==> src/rtl/cycle_sequencer.sv <==
// Multi-cycle control/execute sequencer for the ARM-subset CPU.
// Walks each accepted instruction through READ -> EXEC -> (MEM) -> WB and drives
// registered regfile, data-memory, flag and branch strobes.
// Optional macro CYCLE_SEQ_MEM_EN: when defined, load/store use the MEM state;
// when undefined, memory outputs are tied to 0 and load/store retire as NOPs.
module cycle_sequencer #(
    parameter int unsigned DATA_W   = 32,
    parameter int unsigned ADDR_W   = 32,
    parameter int unsigned BR_SHIFT = 2
) (
    input  logic              clk,
    input  logic              reset,
    input  logic              instr_valid,
    input  logic [31:0]       instr,
    input  logic [31:0]       pc,
    input  logic [3:0]        flags_in,
    input  logic [DATA_W-1:0] regdata1,
    input  logic [DATA_W-1:0] regdata2,
    input  logic [DATA_W-1:0] memdata,
    output logic              busy,
    output logic              done,
    output logic [3:0]        regaddrOut1,
    output logic [3:0]        regaddrOut2,
    output logic              regrd1,
    output logic              regrd2,
    output logic [3:0]        regaddrIn,
    output logic [DATA_W-1:0] regdataIn,
    output logic              regwr,
    output logic [ADDR_W-1:0] memaddr,
    output logic [DATA_W-1:0] memdataIn,
    output logic              memrd,
    output logic              memwr,
    output logic [3:0]        flags_out,
    output logic              flags_we,
    output logic              bf,
    output logic [31:0]       branchimm
);

    typedef enum logic [2:0] {StIdle, StRead, StExec, StMem, StWb} state_e;

    localparam logic [3:0] OpAnd = 4'h0, OpEor = 4'h1, OpSub = 4'h2, OpRsb = 4'h3;
    localparam logic [3:0] OpAdd = 4'h4, OpAdc = 4'h5, OpSbc = 4'h6, OpRsc = 4'h7;
    localparam logic [3:0] OpTst = 4'h8, OpTeq = 4'h9, OpCmp = 4'hA, OpCmn = 4'hB;
    localparam logic [3:0] OpOrr = 4'hC, OpMov = 4'hD, OpBic = 4'hE, OpMvn = 4'hF;

    state_e            state_q, state_d;
    logic [31:0]       instr_q, instr_d;
    logic [DATA_W-1:0] res_q, res_d, regdata_in_q, regdata_in_d;
    logic [3:0]        nzcv_q, nzcv_d, flags_out_q, flags_out_d;
    logic [3:0]        regaddr1_q, regaddr1_d, regaddr2_q, regaddr2_d, regaddr_in_q, regaddr_in_d;
    logic              busy_q, busy_d, done_q, done_d, regrd1_q, regrd1_d, regrd2_q, regrd2_d;
    logic              regwr_q, regwr_d, flags_we_q, flags_we_d, bf_q, bf_d;
    logic [31:0]       branchimm_q, branchimm_d, br_sext;

    logic [3:0]        opcode;
    logic              is_dp, is_br, is_ls, is_cmp, cond_ok, c_in, sh_c, arith, add_cin;
    logic [4:0]        amt, rot;
    logic [DATA_W-1:0] op2, imm_ext, add_a, add_b, alu_res;
    logic [DATA_W:0]   sum;
    logic [3:0]        alu_flags;
    logic              unused_instr;

    assign opcode  = instr_q[24:21];
    assign is_dp   = (instr_q[27:26] == 2'b00);
    assign is_br   = (instr_q[27:25] == 3'b101);
    assign is_ls   = (instr_q[27:26] == 2'b01);
    assign is_cmp  = (opcode[3:2] == 2'b10);
    assign c_in    = flags_in[1];
    assign amt     = instr_q[11:7];
    assign rot     = {instr_q[11:8], 1'b0};
    assign br_sext = {{8{instr_q[23]}}, instr_q[23:0]};
    // Rn comes from the live instr at accept time; bit 4 selects unsupported register shifts
    assign unused_instr = ^{instr_q[19:16], instr_q[4]};

    // Condition code check against current NZCV; 1111 never executes
    always_comb begin
        cond_ok = 1'b0;
        case (instr_q[31:28])
            4'h0: cond_ok = flags_in[2];
            4'h1: cond_ok = !flags_in[2];
            4'h2: cond_ok = flags_in[1];
            4'h3: cond_ok = !flags_in[1];
            4'h4: cond_ok = flags_in[3];
            4'h5: cond_ok = !flags_in[3];
            4'h6: cond_ok = flags_in[0];
            4'h7: cond_ok = !flags_in[0];
            4'h8: cond_ok = flags_in[1] && !flags_in[2];
            4'h9: cond_ok = !flags_in[1] || flags_in[2];
            4'hA: cond_ok = (flags_in[3] == flags_in[0]);
            4'hB: cond_ok = (flags_in[3] != flags_in[0]);
            4'hC: cond_ok = !flags_in[2] && (flags_in[3] == flags_in[0]);
            4'hD: cond_ok = flags_in[2] || (flags_in[3] != flags_in[0]);
            4'hE: cond_ok = 1'b1;
            default: cond_ok = 1'b0;
        endcase
    end

    // Operand2 barrel shifter; a zero shift amount passes Rm through with carry unchanged
    always_comb begin
        op2     = regdata2;
        sh_c    = c_in;
        imm_ext = {{(DATA_W-8){1'b0}}, instr_q[7:0]};
        if (instr_q[25]) begin
            op2  = (imm_ext >> rot) | (imm_ext << (DATA_W - rot));
            sh_c = (rot == 5'd0) ? c_in : op2[DATA_W-1];
        end else if (amt != 5'd0) begin
            case (instr_q[6:5])
                2'b00:   {sh_c, op2} = {1'b0, regdata2} << amt;
                2'b01:   {op2, sh_c} = {regdata2, 1'b0} >> amt;
                2'b10:   {op2, sh_c} = $signed({regdata2, 1'b0}) >>> amt;
                default: begin
                    op2  = (regdata2 >> amt) | (regdata2 << (DATA_W - amt));
                    sh_c = op2[DATA_W-1];
                end
            endcase
        end
    end

    // ALU: subtracts are a + ~b + cin so the carry out is the ARM not-borrow
    always_comb begin
        add_a   = regdata1;
        add_b   = op2;
        add_cin = 1'b0;
        arith   = 1'b1;
        case (opcode)
            OpSub, OpCmp: begin add_b = ~op2; add_cin = 1'b1; end
            OpRsb:        begin add_a = op2; add_b = ~regdata1; add_cin = 1'b1; end
            OpAdc:        add_cin = c_in;
            OpSbc:        begin add_b = ~op2; add_cin = c_in; end
            OpRsc:        begin add_a = op2; add_b = ~regdata1; add_cin = c_in; end
            OpAdd, OpCmn: add_cin = 1'b0;
            default:      arith = 1'b0;
        endcase
        sum = {1'b0, add_a} + {1'b0, add_b} + {{DATA_W{1'b0}}, add_cin};
        case (opcode)
            OpAnd, OpTst: alu_res = regdata1 & op2;
            OpEor, OpTeq: alu_res = regdata1 ^ op2;
            OpOrr:        alu_res = regdata1 | op2;
            OpMov:        alu_res = op2;
            OpBic:        alu_res = regdata1 & ~op2;
            OpMvn:        alu_res = ~op2;
            default:      alu_res = sum[DATA_W-1:0];
        endcase
        alu_flags[3] = alu_res[DATA_W-1];
        alu_flags[2] = (alu_res == '0);
        alu_flags[1] = arith ? sum[DATA_W] : sh_c;
        alu_flags[0] = arith ? ((add_a[DATA_W-1] == add_b[DATA_W-1]) &&
                                (alu_res[DATA_W-1] != add_a[DATA_W-1])) : flags_in[0];
    end

    // Next-state and registered-output logic; strobes default low, data outputs hold
    always_comb begin
        state_d      = state_q;
        instr_d      = instr_q;
        res_d        = res_q;
        nzcv_d       = nzcv_q;
        busy_d       = busy_q;
        done_d       = 1'b0;
        regrd1_d     = 1'b0;
        regrd2_d     = 1'b0;
        regwr_d      = 1'b0;
        flags_we_d   = 1'b0;
        bf_d         = 1'b0;
        regaddr1_d   = regaddr1_q;
        regaddr2_d   = regaddr2_q;
        regaddr_in_d = regaddr_in_q;
        regdata_in_d = regdata_in_q;
        flags_out_d  = flags_out_q;
        branchimm_d  = branchimm_q;
        case (state_q)
            StIdle: begin
                if (instr_valid) begin
                    instr_d    = instr;
                    busy_d     = 1'b1;
                    state_d    = StRead;
                    regrd1_d   = 1'b1;
                    regrd2_d   = 1'b1;
                    regaddr1_d = instr[19:16];
                    // stores read Rd on port 2 as the data to write
                    regaddr2_d = (instr[27:26] == 2'b01 && !instr[20]) ? instr[15:12] : instr[3:0];
                end
            end
            StRead: begin
                if (cond_ok) begin
                    state_d = StExec;
                end else begin
                    state_d = StIdle;
                    busy_d  = 1'b0;
                    done_d  = 1'b1;
                end
            end
            StExec: begin
                if (is_dp) begin
                    res_d   = alu_res;
                    nzcv_d  = alu_flags;
                    state_d = StWb;
                end else if (is_br) begin
                    bf_d        = 1'b1;
                    branchimm_d = br_sext << BR_SHIFT;
                    if (instr_q[24]) begin
                        state_d = StWb;
                    end else begin
                        state_d = StIdle;
                        busy_d  = 1'b0;
                        done_d  = 1'b1;
                    end
`ifdef CYCLE_SEQ_MEM_EN
                end else if (is_ls) begin
                    state_d = StMem;
`endif
                end else begin
                    state_d = StIdle;
                    busy_d  = 1'b0;
                    done_d  = 1'b1;
                end
            end
`ifdef CYCLE_SEQ_MEM_EN
            StMem: begin
                if (instr_q[20]) begin
                    state_d = StWb;
                end else begin
                    state_d = StIdle;
                    busy_d  = 1'b0;
                    done_d  = 1'b1;
                end
            end
`endif
            StWb: begin
                state_d = StIdle;
                busy_d  = 1'b0;
                done_d  = 1'b1;
                if (is_br) begin
                    regwr_d      = 1'b1;
                    regaddr_in_d = 4'd14;
                    regdata_in_d = pc + 32'd4;
                end else if (is_ls) begin
                    regwr_d      = 1'b1;
                    regaddr_in_d = instr_q[15:12];
                    regdata_in_d = memdata;
                end else begin
                    regwr_d      = !is_cmp;
                    regaddr_in_d = instr_q[15:12];
                    regdata_in_d = res_q;
                    flags_we_d   = instr_q[20] || is_cmp;
                    if (instr_q[20] || is_cmp) flags_out_d = nzcv_q;
                end
            end
            default: begin
                state_d = StIdle;
                busy_d  = 1'b0;
            end
        endcase
    end

    // State and output registers with synchronous reset
    always_ff @(posedge clk) begin
        if (reset) begin
            state_q      <= StIdle;
            instr_q      <= '0;
            res_q        <= '0;
            nzcv_q       <= '0;
            busy_q       <= 1'b0;
            done_q       <= 1'b0;
            regrd1_q     <= 1'b0;
            regrd2_q     <= 1'b0;
            regwr_q      <= 1'b0;
            flags_we_q   <= 1'b0;
            bf_q         <= 1'b0;
            regaddr1_q   <= '0;
            regaddr2_q   <= '0;
            regaddr_in_q <= '0;
            regdata_in_q <= '0;
            flags_out_q  <= '0;
            branchimm_q  <= '0;
        end else begin
            state_q      <= state_d;
            instr_q      <= instr_d;
            res_q        <= res_d;
            nzcv_q       <= nzcv_d;
            busy_q       <= busy_d;
            done_q       <= done_d;
            regrd1_q     <= regrd1_d;
            regrd2_q     <= regrd2_d;
            regwr_q      <= regwr_d;
            flags_we_q   <= flags_we_d;
            bf_q         <= bf_d;
            regaddr1_q   <= regaddr1_d;
            regaddr2_q   <= regaddr2_d;
            regaddr_in_q <= regaddr_in_d;
            regdata_in_q <= regdata_in_d;
            flags_out_q  <= flags_out_d;
            branchimm_q  <= branchimm_d;
        end
    end

`ifdef CYCLE_SEQ_MEM_EN
    logic [DATA_W-1:0] ls_addr, imm12;
    logic [ADDR_W-1:0] memaddr_q, memaddr_d;
    logic [DATA_W-1:0] memdata_in_q, memdata_in_d;
    logic              memrd_q, memrd_d, memwr_q, memwr_d;

    assign imm12   = {{(DATA_W-12){1'b0}}, instr_q[11:0]};
    assign ls_addr = instr_q[23] ? regdata1 + imm12 : regdata1 - imm12;

    // Memory strobes are high for exactly the MEM cycle entered from EXEC
    always_comb begin
        memrd_d      = 1'b0;
        memwr_d      = 1'b0;
        memaddr_d    = memaddr_q;
        memdata_in_d = memdata_in_q;
        if (state_q == StExec && is_ls) begin
            memaddr_d    = ls_addr[ADDR_W-1:0];
            memrd_d      = instr_q[20];
            memwr_d      = !instr_q[20];
            memdata_in_d = instr_q[20] ? memdata_in_q : regdata2;
        end
    end

    // Memory output registers
    always_ff @(posedge clk) begin
        if (reset) begin
            memaddr_q    <= '0;
            memdata_in_q <= '0;
            memrd_q      <= 1'b0;
            memwr_q      <= 1'b0;
        end else begin
            memaddr_q    <= memaddr_d;
            memdata_in_q <= memdata_in_d;
            memrd_q      <= memrd_d;
            memwr_q      <= memwr_d;
        end
    end

    assign memaddr   = memaddr_q;
    assign memdataIn = memdata_in_q;
    assign memrd     = memrd_q;
    assign memwr     = memwr_q;
`else
    assign memaddr   = '0;
    assign memdataIn = '0;
    assign memrd     = 1'b0;
    assign memwr     = 1'b0;
`endif

    assign busy        = busy_q;
    assign done        = done_q;
    assign regaddrOut1 = regaddr1_q;
    assign regaddrOut2 = regaddr2_q;
    assign regrd1      = regrd1_q;
    assign regrd2      = regrd2_q;
    assign regaddrIn   = regaddr_in_q;
    assign regdataIn   = regdata_in_q;
    assign regwr       = regwr_q;
    assign flags_out   = flags_out_q;
    assign flags_we    = flags_we_q;
    assign bf          = bf_q;
    assign branchimm   = branchimm_q;

endmodule

==> config.mk <==
export PLATFORM = sky130hd
export DESIGN_NAME = cycle_sequencer
export DESIGN_NICKNAME = d
export VERILOG_FILES = /design/src/rtl/cycle_sequencer.sv
export SDC_FILE = /design/constraint.sdc
export NUM_CORES = 1
export LEC_CHECK = 0
export ABC_AREA = 1
export CAP_MARGIN = 10
export CORE_UTILIZATION = 24
export CTS_CLUSTER_SIZE = 10
export DETAILED_ROUTE_END_ITERATION = 6
export GPL_TIMING_DRIVEN = 0
export SYNTH_ARGS = -nofsm -noshare
export SYNTH_HDL_FRONTEND = slang
export SYNTH_SLANG_ARGS = --single-unit
export TNS_END_PERCENT = 20
==> constraint.sdc <==
create_clock -name clk -period 15.8 [get_ports clk]
set_input_delay 3.16 -clock clk [delete_from_list [all_inputs] [get_ports clk]]
set_output_delay 3.16 -clock clk [all_outputs]
set_load 0.02 [all_outputs]
==> metrics.yaml, run 1 <==
status:
  status: "finished with violations"
  violations: "DRC"
yosys:
  synth-async-reset-ratio: 0
  netlist_area_mm2: 0.0188
  ys_seq_area_frac: 0.154
  yosys.cell_types.count: 57
  synth_flop_cell: "dfxtp_1"
  synth_edf_count: 0
  synth_cells: 3415
  yosys_warnings: 0
  ys_ff_latch: 144
  syn_avg_cell_area_um2: 5.49
grt:
  grt_pass1_wl_um: 161000
  grt_max_degree: 17
  grt.total_usage: 0.276
  grt_pass1_vias: 23721
  antenna_found_initial: 8
  grt.overflow.total: 0
floorplanning:
  die_height_um: 282
  start_util: 0.242
  die-width_um: 282
  row_count: 102
  dieArea_mm2: 0.0793
  ios: 320
  coreArea_mm2: 0.0773
worst_setup_path:
  path_common_cell: "nand2_1"
  critPathCapture: "nzcv_q[2]"
  critPathRequiredTime_ps: 16160
  regToRegStartpoint: "instr_q[9]"
  end_kind: "register"
  cp_num_cells: 36
  critPathKind: "input port to register"
  cp_slowest_cell: "clkbuf_1"
  crit_fanout: 10
  critPathArrivalTime_ps: 9380
  cp-startpoint: "regdata2[31]"
  reg2regPathDepth: 34
  critPathLaunchType: "input port"
  slowest_delay_ps: 710
  worstReg2RegEnd: "nzcv_q[2]"
  critPathTopFamily: "simple AND/OR/NAND/NOR gates"
  path_buf_inv: 4
  reg2reg_slack_ps: 8310
placed_design:
  dp_cells: 4773
  gp_congestion: 1.13
  io_buffers: 251
  hpwl_um: 92800
min_path:
  hp-start: "nzcv_q[2]"
  hp-class: "register to register"
clock_tree:
  cts_resized: 0
  cts_buffers: 17
  cts.sinks: 144
  tritoncts: "done"
  path_clk_slew_ps: 60
  cts_root_buf: "clkbuf_16"
  postCtsSetupRepairBufs: 0
  holdBufCountCts: 0
  insertion_delay_ps: 430
  htreeDepth: 4
  clockBufferDepth: 2
power_and_ir_drop:
  p_leak_nw: 10.7
  power_density_mw_per_mm2: 149
  vdd_drop_max_mv: 0.0640
timing:
  slew_viol_final: 0
  relSlewSlack: 0.213
  post-route-period-util: 0.571
  skew_ps: 15.1
  fin_crit_ps: 9020
  clock.fmax_ghz: 0.111
  tightest_slew_ps: 1170
  finalSetupViolCount: 0
  finalSetupTns_ps: 0
  finalHoldViolCount: 0
  rsz0062_at_grt: "no"
cells_and_area:
  nets: 3989
  final_cell_mix: "nand2_1 (908), nand3_1 (601), o21ai_0 (381)"
  mostFrequentLayoutCell: "nand2_1"
  fillers: 8944
  synthToLayoutAreaGrowth_pct: 25.0
  drive_above_1_share: 0.0680
  finalNonFillerCells: 4812
detailed_routing:
  routed_wl_um: 114000
  routedWlPerCell_um: 23.6
  viasPerCell: 5.41
  ant_nets: 0
  firstDrtPassIters: 7
  drtIter0Drc: 3204
  drc: 31
  vias: 26023
job:
  maxCapViolations: 0
sequential cells by signal, indices dropped and copies added, names as in the netlist, 3 cells and up:
signal and cells:
instr_q 32, regdataIn 32, res_q 32, branchimm 24, flags_out 4, regaddrIn 4
regaddrOut2 4, nzcv_q 3, state_q 3
layer usage:
metal  track usage  vias to the layer above  share of wire  wire length (um)
met2         0.415                     1448           0.42             48200
met4         0.127                        2          0.050              5630
met1         0.375                    12185           0.43             48400
li1              -                    12154              -                 -
met3        0.0573                      234          0.099             11200
met5             0                        -       0.000070                 8
metrics by stage:
stage	total power [mW]	setup WS, ps	instance area (um2)	util	hold slack, ps
3_5_place_dp	2.96	6640	22800	0.295	460
6_report	3.49	6780	23400	0.303	473
4_1_cts	3.39	7070	23400	0.303	471
2_1_floorplan	2.02	9070	19000	-	441
3_3_place_gp	2.98	6570	22800	0.295	455
5_1_grt	3.70	6410	23400	0.303	508
kinds of logic (layout without fill, tap and decap cells):
kind of cell             Yosys count  in the layout  share of synthesized area
AND/OR/NAND/NOR                 1849           1849                      0.431
AO/OA/AOI/OAI                    814            814                      0.232
buffers and inverters            527            810                      0.131
flip-flops                       144            144                      0.154
adder cells (fa/ha/maj)           70             70                     0.0475
XOR/XNOR                          10             10                    0.00467
other                              1             75                   0.000200
worst reg2reg max path: cells and delay by family, from the launching register on:
kind,cells,cell delay [ps]
buf+inv,8,1970
compound gates,6,1490
fa+ha+maj,3,1450
simple gates,17,2140
flops,1,300
final cells by class:
| type | count | area [um2] | area share |
|---|---|---|---|
| clock inverter | 14 | 179 | 0.00763 |
| antenna | 7 | 17.5 | 0.000747 |
| tap | 1040 | 1300 | 0.0555 |
| timing repair buffer | 251 | 2510 | 0.107 |
| buffer | 271 | 1480 | 0.0631 |
| multi-input combinational | 2811 | 13700 | 0.583 |
| inverter | 256 | 972 | 0.0415 |
| sequential | 144 | 2880 | 0.123 |
| clock buffer | 18 | 429 | 0.0183 |
power by group:
part           internal, mW  switching [mW]
clock network         0.251           0.170
registers             0.390          0.0200
logic                 0.727            1.93
total                  1.37            2.12
worst min-delay path by stage:
stage | end | cells past startpoint
finish | nzcv_q[2] | 2
global route | instr_q[16] | 2
CTS | nzcv_q[2] | 2
detailed placement | nzcv_q[2] | 2
global placement | nzcv_q[2] | 2
floorplan | regaddrIn[0] | 2
cell usage after synthesis, types with 10 or more instances:
library cell | instances | area (um2)
nand2_1 | 908 | 3410
dfxtp_1 | 144 | 2880
ha_1 | 68 | 851
o21ai_0 | 381 | 1910
buf_1 | 14 | 52.6
nor2_1 | 202 | 758
nand4_1 | 27 | 169
a211oi_1 | 16 | 120
clkbuf_1 | 115 | 432
buf_4 | 86 | 646
nand2_2 | 30 | 188
buf_2 | 47 | 235
a31oi_1 | 38 | 238
nor3_1 | 32 | 160
a22oi_1 | 10 | 75.1
inv_1 | 232 | 871
or2_2 | 12 | 75.1
o211ai_1 | 14 | 105
o21ai_1 | 25 | 125
nand3_1 | 601 | 3010
a21oi_1 | 286 | 1430
inv_2 | 14 | 52.6
No activity file was read; power rests on OpenSTA's default activity.
==> inputs of run 2 (changes only) <==
Clock period 15.8 ns to 7.9 ns, I/O delays scaled along.
==> run 2 against run 1 <==
The flow now finishes without violations. Total power increased by 100%. Hold slack worse by 4.3 ps. Clock skew up 1.3 ps. Wire length about the same. First-iteration DRC count is 3.2% higher. Via count grew 0.54%. Critical endpoint unchanged. Largest power group unchanged.
==> metrics.yaml, run 2 (synthesis gave the netlist of run 1 again) <==
timing:
  finalSetupTns_ps: 0
  finalSetupViolCount: 0
  post-route-period-util: 0.942
  clock.fmax_ghz: 0.134
  final.setup.worst_slack_ps: 455
  whs_ps: 469
  tightest_slew_ps: 1120
  rsz0062_at_grt: "no"
  relSlewSlack: 0.251
  skew_ps: 16.4
  slew_viol_final: 0
  finalHoldViolCount: 0
  fin_crit_ps: 7440
cells_and_area:
  fin_area_mm2: 0.0234
  synthToLayoutAreaGrowth_pct: 25.0
  final_cell_mix: "nand2_1 (908), nand3_1 (601), o21ai_0 (381)"
  drive_above_1_share: 0.0680
  mostFrequentLayoutCell: "nand2_1"
  nets: 3989
  finalNonFillerCells: 4812
worst_setup_path:
  critPathKind: "input port to register"
  end_kind: "register"
  crit_fanout: 10
  cp_slowest_cell: "clkbuf_1"
  critPathLaunchType: "input port"
  critPathRequiredTime_ps: 8190
  critPathArrivalTime_ps: 7730
  path_common_cell: "nand2_1"
  slowest_delay_ps: 700
grt:
  antenna_found_initial: 8
  grt_max_degree: 17
  grt.total_usage: 0.276
  grt_pass1_vias: 23720
  grt_pass1_wl_um: 161000
  grt.overflow.total: 0
detailed_routing:
  routed_wl_um: 113000
  drc: 0
  routedWlPerCell_um: 23.6
  viasPerCell: 5.44
  drtIter0Drc: 3307
  firstDrtPassIters: 7
  vias: 26163
  ant_nets: 0
clock_tree:
  cts.sinks: 144
  cts_resized: 0
  cts_buffers: 17
  postCtsSetupRepairBufs: 0
  insertion_delay_ps: 430
  cts_root_buf: "clkbuf_16"
  tritoncts: "done"
  clockBufferDepth: 2
  holdBufCountCts: 0
  path_clk_slew_ps: 60
  htreeDepth: 4
placed_design:
  dp_slack_ps: 320
  gp_congestion: 1.13
  io_buffers: 251
  dp_cells: 4773
  placedInstanceArea_mm2: 0.0228
  hpwl_um: 92800
status:
  status: "complete, no violations"
floorplanning:
  row_count: 102
  die-width_um: 282
  start_util: 0.242
  die_height_um: 282
  coreArea_mm2: 0.0773
  ios: 320
  dieArea_mm2: 0.0793
power_and_ir_drop:
  p_leak_nw: 10.7
  power_density_mw_per_mm2: 298
  vdd_drop_max_mv: 0.127
min_path:
  hp-class: "register to register"
job:
  maxCapViolations: 0
## run 2: worst max-delay path: cells and delay by family
family                     cells  cell delay, ps
and+or+nand+nor               22            3550
buffers and inverters          2            1290
AOI/OAI and AO/OA              4             910
adders and majority gates      1             390
## run 2: per-stage QoR
stage / power [mW] / utilization
floorplan: 4.04 / -
global placement: 5.95 / 0.295
detailed placement: 5.91 / 0.295
CTS: 6.78 / 0.303
global route: 7.41 / 0.303
finish: 6.99 / 0.303
## run 2: area by class of cell
cell class	instances	area, um2
Tap cell	1040	1300
Fill cell	8944	53900
Clock inverter	14	179
Antenna cell	7	17.5
Sequential cell	144	2880
Clock buffer	18	429
Buffer	271	1480
Timing Repair Buffer	251	2510
Inverter	256	972
Multi-Input combinational cell	2811	13700
## run 2: worst paths after layout
kind                                    from        end  slack [ps]  cells past startpoint
worst min register to register     nzcv_q[2]  nzcv_q[2]         470                      2
worst min-delay path               nzcv_q[2]  nzcv_q[2]         470                      2
worst max register to register    instr_q[9]  nzcv_q[2]         480                     34
worst max-delay path            regdata2[31]  nzcv_q[2]         460                     29
## run 2: per-layer routing
metal | track usage | wire [um]
met1 | 0.375 | 48400
met3 | 0.0573 | 11200
met4 | 0.127 | 5690
met5 | 0 | 8
met2 | 0.415 | 48200
## run 2: power by group
| group | internal [mW] | switching (mW) | leakage [nW] |
|---|---|---|---|
| Combinational | 1.45 | 3.87 | 9.19 |
| Sequential | 0.780 | 0.0402 | 1.17 |
| Clock | 0.502 | 0.340 | 0.293 |
| Total | 2.74 | 4.25 | 10.7 |
==> inputs of run 3 (changes only) <==
Settings changed: CORE_MARGIN set to 8.
==> run 3 against run 2 <==
Utilization shrank 0.12 points. Setup slack worse by 190 ps. Clock power down 5.9%. Global-route usage fell by 1.8 points. Flip-flop and latch count stayed put. Critical path type is now register to register. Largest cell class unchanged.
==> metrics.yaml, run 3 (synthesis gave the netlist of run 1 again) <==
clock_tree:
  insertion_delay_ps: 450
  cts_resized: 0
  cts.sinks: 144
  clockBufferDepth: 2
  holdBufCountCts: 0
  tritoncts: "done"
  postCtsSetupRepairBufs: 0
  cts_root_buf: "clkbuf_16"
  cts_buffers: 17
  path_clk_slew_ps: 70
  htreeDepth: 4
timing:
  relSlewSlack: 0.225
  skew_ps: 14.6
  whs_ps: 471
  tightest_slew_ps: 1160
  post-route-period-util: 0.967
  fin_crit_ps: 7640
  slew_viol_final: 0
  rsz0062_at_grt: "no"
  finalSetupTns_ps: 0
  clock.fmax_ghz: 0.131
  finalHoldViolCount: 0
  finalSetupViolCount: 0
worst_setup_path:
  reg2regPathDepth: 33
  cp_slowest_cell: "buf_1"
  crit_fanout: 10
  reg2reg_slack_ps: 260
  slowest_delay_ps: 640
  critPathLaunchType: "register"
  critPathArrivalTime_ps: 8010
  worstReg2RegEnd: "nzcv_q[2]"
  end_kind: "register"
  critPathRequiredTime_ps: 8280
  regToRegStartpoint: "instr_q[9]"
  critPathKind: "register to register"
  path_common_cell: "nand2_1"
min_path:
  hold_depth: 2
  worst_hold_path.endpoint: "nzcv_q[2]"
  hp-start: "nzcv_q[2]"
  hp-class: "register to register"
floorplanning:
  dieArea_mm2: 0.0873
  die_height_um: 296
  ios: 320
  row_count: 102
  coreArea_mm2: 0.0775
  start_util: 0.242
  die-width_um: 296
cells_and_area:
  final_cell_mix: "nand2_1 (908), nand3_1 (601), o21ai_0 (381)"
  mostFrequentLayoutCell: "nand2_1"
  multi_input_area_mm2: 0.0137
  drive_above_1_share: 0.0683
  seq_area_mm2: 0.00288
  nets: 3989
  fin_area_mm2: 0.0234
  fillers: 8938
  synthToLayoutAreaGrowth_pct: 24.7
placed_design:
  io_buffers: 251
  placedInstanceArea_mm2: 0.0228
  gp_congestion: 1.04
  hpwl_um: 97200
grt:
  grt.total_usage: 0.258
  grt_max_degree: 17
  antenna_found_initial: 5
  grt_pass1_vias: 24382
  grt_pass1_wl_um: 168000
  grt.overflow.total: 0
detailed_routing:
  routedWlPerCell_um: 24.6
  vias: 26206
  firstDrtPassIters: 7
  viasPerCell: 5.45
  ant_nets: 0
  routed_wl_um: 118000
  drtIter0Drc: 3052
  drc: 0
status:
  status: "complete, no violations"
power_and_ir_drop:
  p_leak_nw: 10.6
  vdd_drop_max_mv: 0.164
  power_density_mw_per_mm2: 299
job:
  maxCapViolations: 0
run 3: cell count changes in the layout (fill, tap and decap cells not counted), sizes merged:
| cell | before | now |
|---|---|---|
| bufinv | 3 | 0 |
| clkbuf | 133 | 132 |
| clkinv | 11 | 7 |
| clkinvlp | 2 | 1 |
| diode | 7 | 4 |
| inv | 254 | 263 |
run 3: worst max-delay path by stage:
stage                      endpoint  slack [ps]          from  cells past startpoint
after floorplan           nzcv_q[2]        2750  regdata2[31]                     35
after global placement    nzcv_q[2]         260  regdata2[18]                     30
after detailed placement  nzcv_q[2]         350  regdata2[21]                     30
after CTS                 nzcv_q[2]         520    instr_q[9]                     33
after global routing      nzcv_q[2]          30    instr_q[9]                     35
final                     nzcv_q[2]         260    instr_q[9]                     33
run 3: critical path, delay by kind of cell (launching register included):
kind,cells,cell delay (ps)
AO/OA/AOI/OAI,9,2280
buffers and inverters,9,1940
AND/OR/NAND/NOR,12,1620
flip-flops,1,300
adder cells (fa/ha/maj),3,1410
run 3: power by group:
| group | total [mW] | internal (mW) | switching, mW |
|---|---|---|---|
| Sequential | 0.820 | 0.779 | 0.0410 |
| Clock | 0.792 | 0.417 | 0.375 |
| Combinational | 5.38 | 1.45 | 3.92 |
run 3: cell type report:
type / instances / share of cell area
well taps: 1040 / 0.0556
clock inverters: 15 / 0.00572
flip-flops and latches: 144 / 0.123
plain buffers: 271 / 0.0632
repair buffers: 251 / 0.107
clock buffers: 17 / 0.0182
inverters: 256 / 0.0416
diodes: 4 / 0.000428
multi-input cells: 2811 / 0.585
run 3: per-layer routing:
| metal | GRT usage | vias up | part of all wire |
|---|---|---|---|
| met5 | 0 | - | 0 |
| met4 | 0.127 | 0 | 0.055 |
| met3 | 0.0444 | 264 | 0.094 |
| met2 | 0.392 | 1450 | 0.43 |
| met1 | 0.351 | 12356 | 0.42 |
| li1 | - | 12136 | - |
run 3: stage by stage:
stage                     worst slack, ps  cells   util  power [mW]
after global placement                257   4773  0.295        6.01
after CTS                             521   4805  0.302        6.79
final                                 260   4809  0.302        6.99
after global routing                 31.9   4809  0.302        7.42
after floorplan                      2750   3482      -        4.04
after detailed placement              350   4773  0.295        5.97
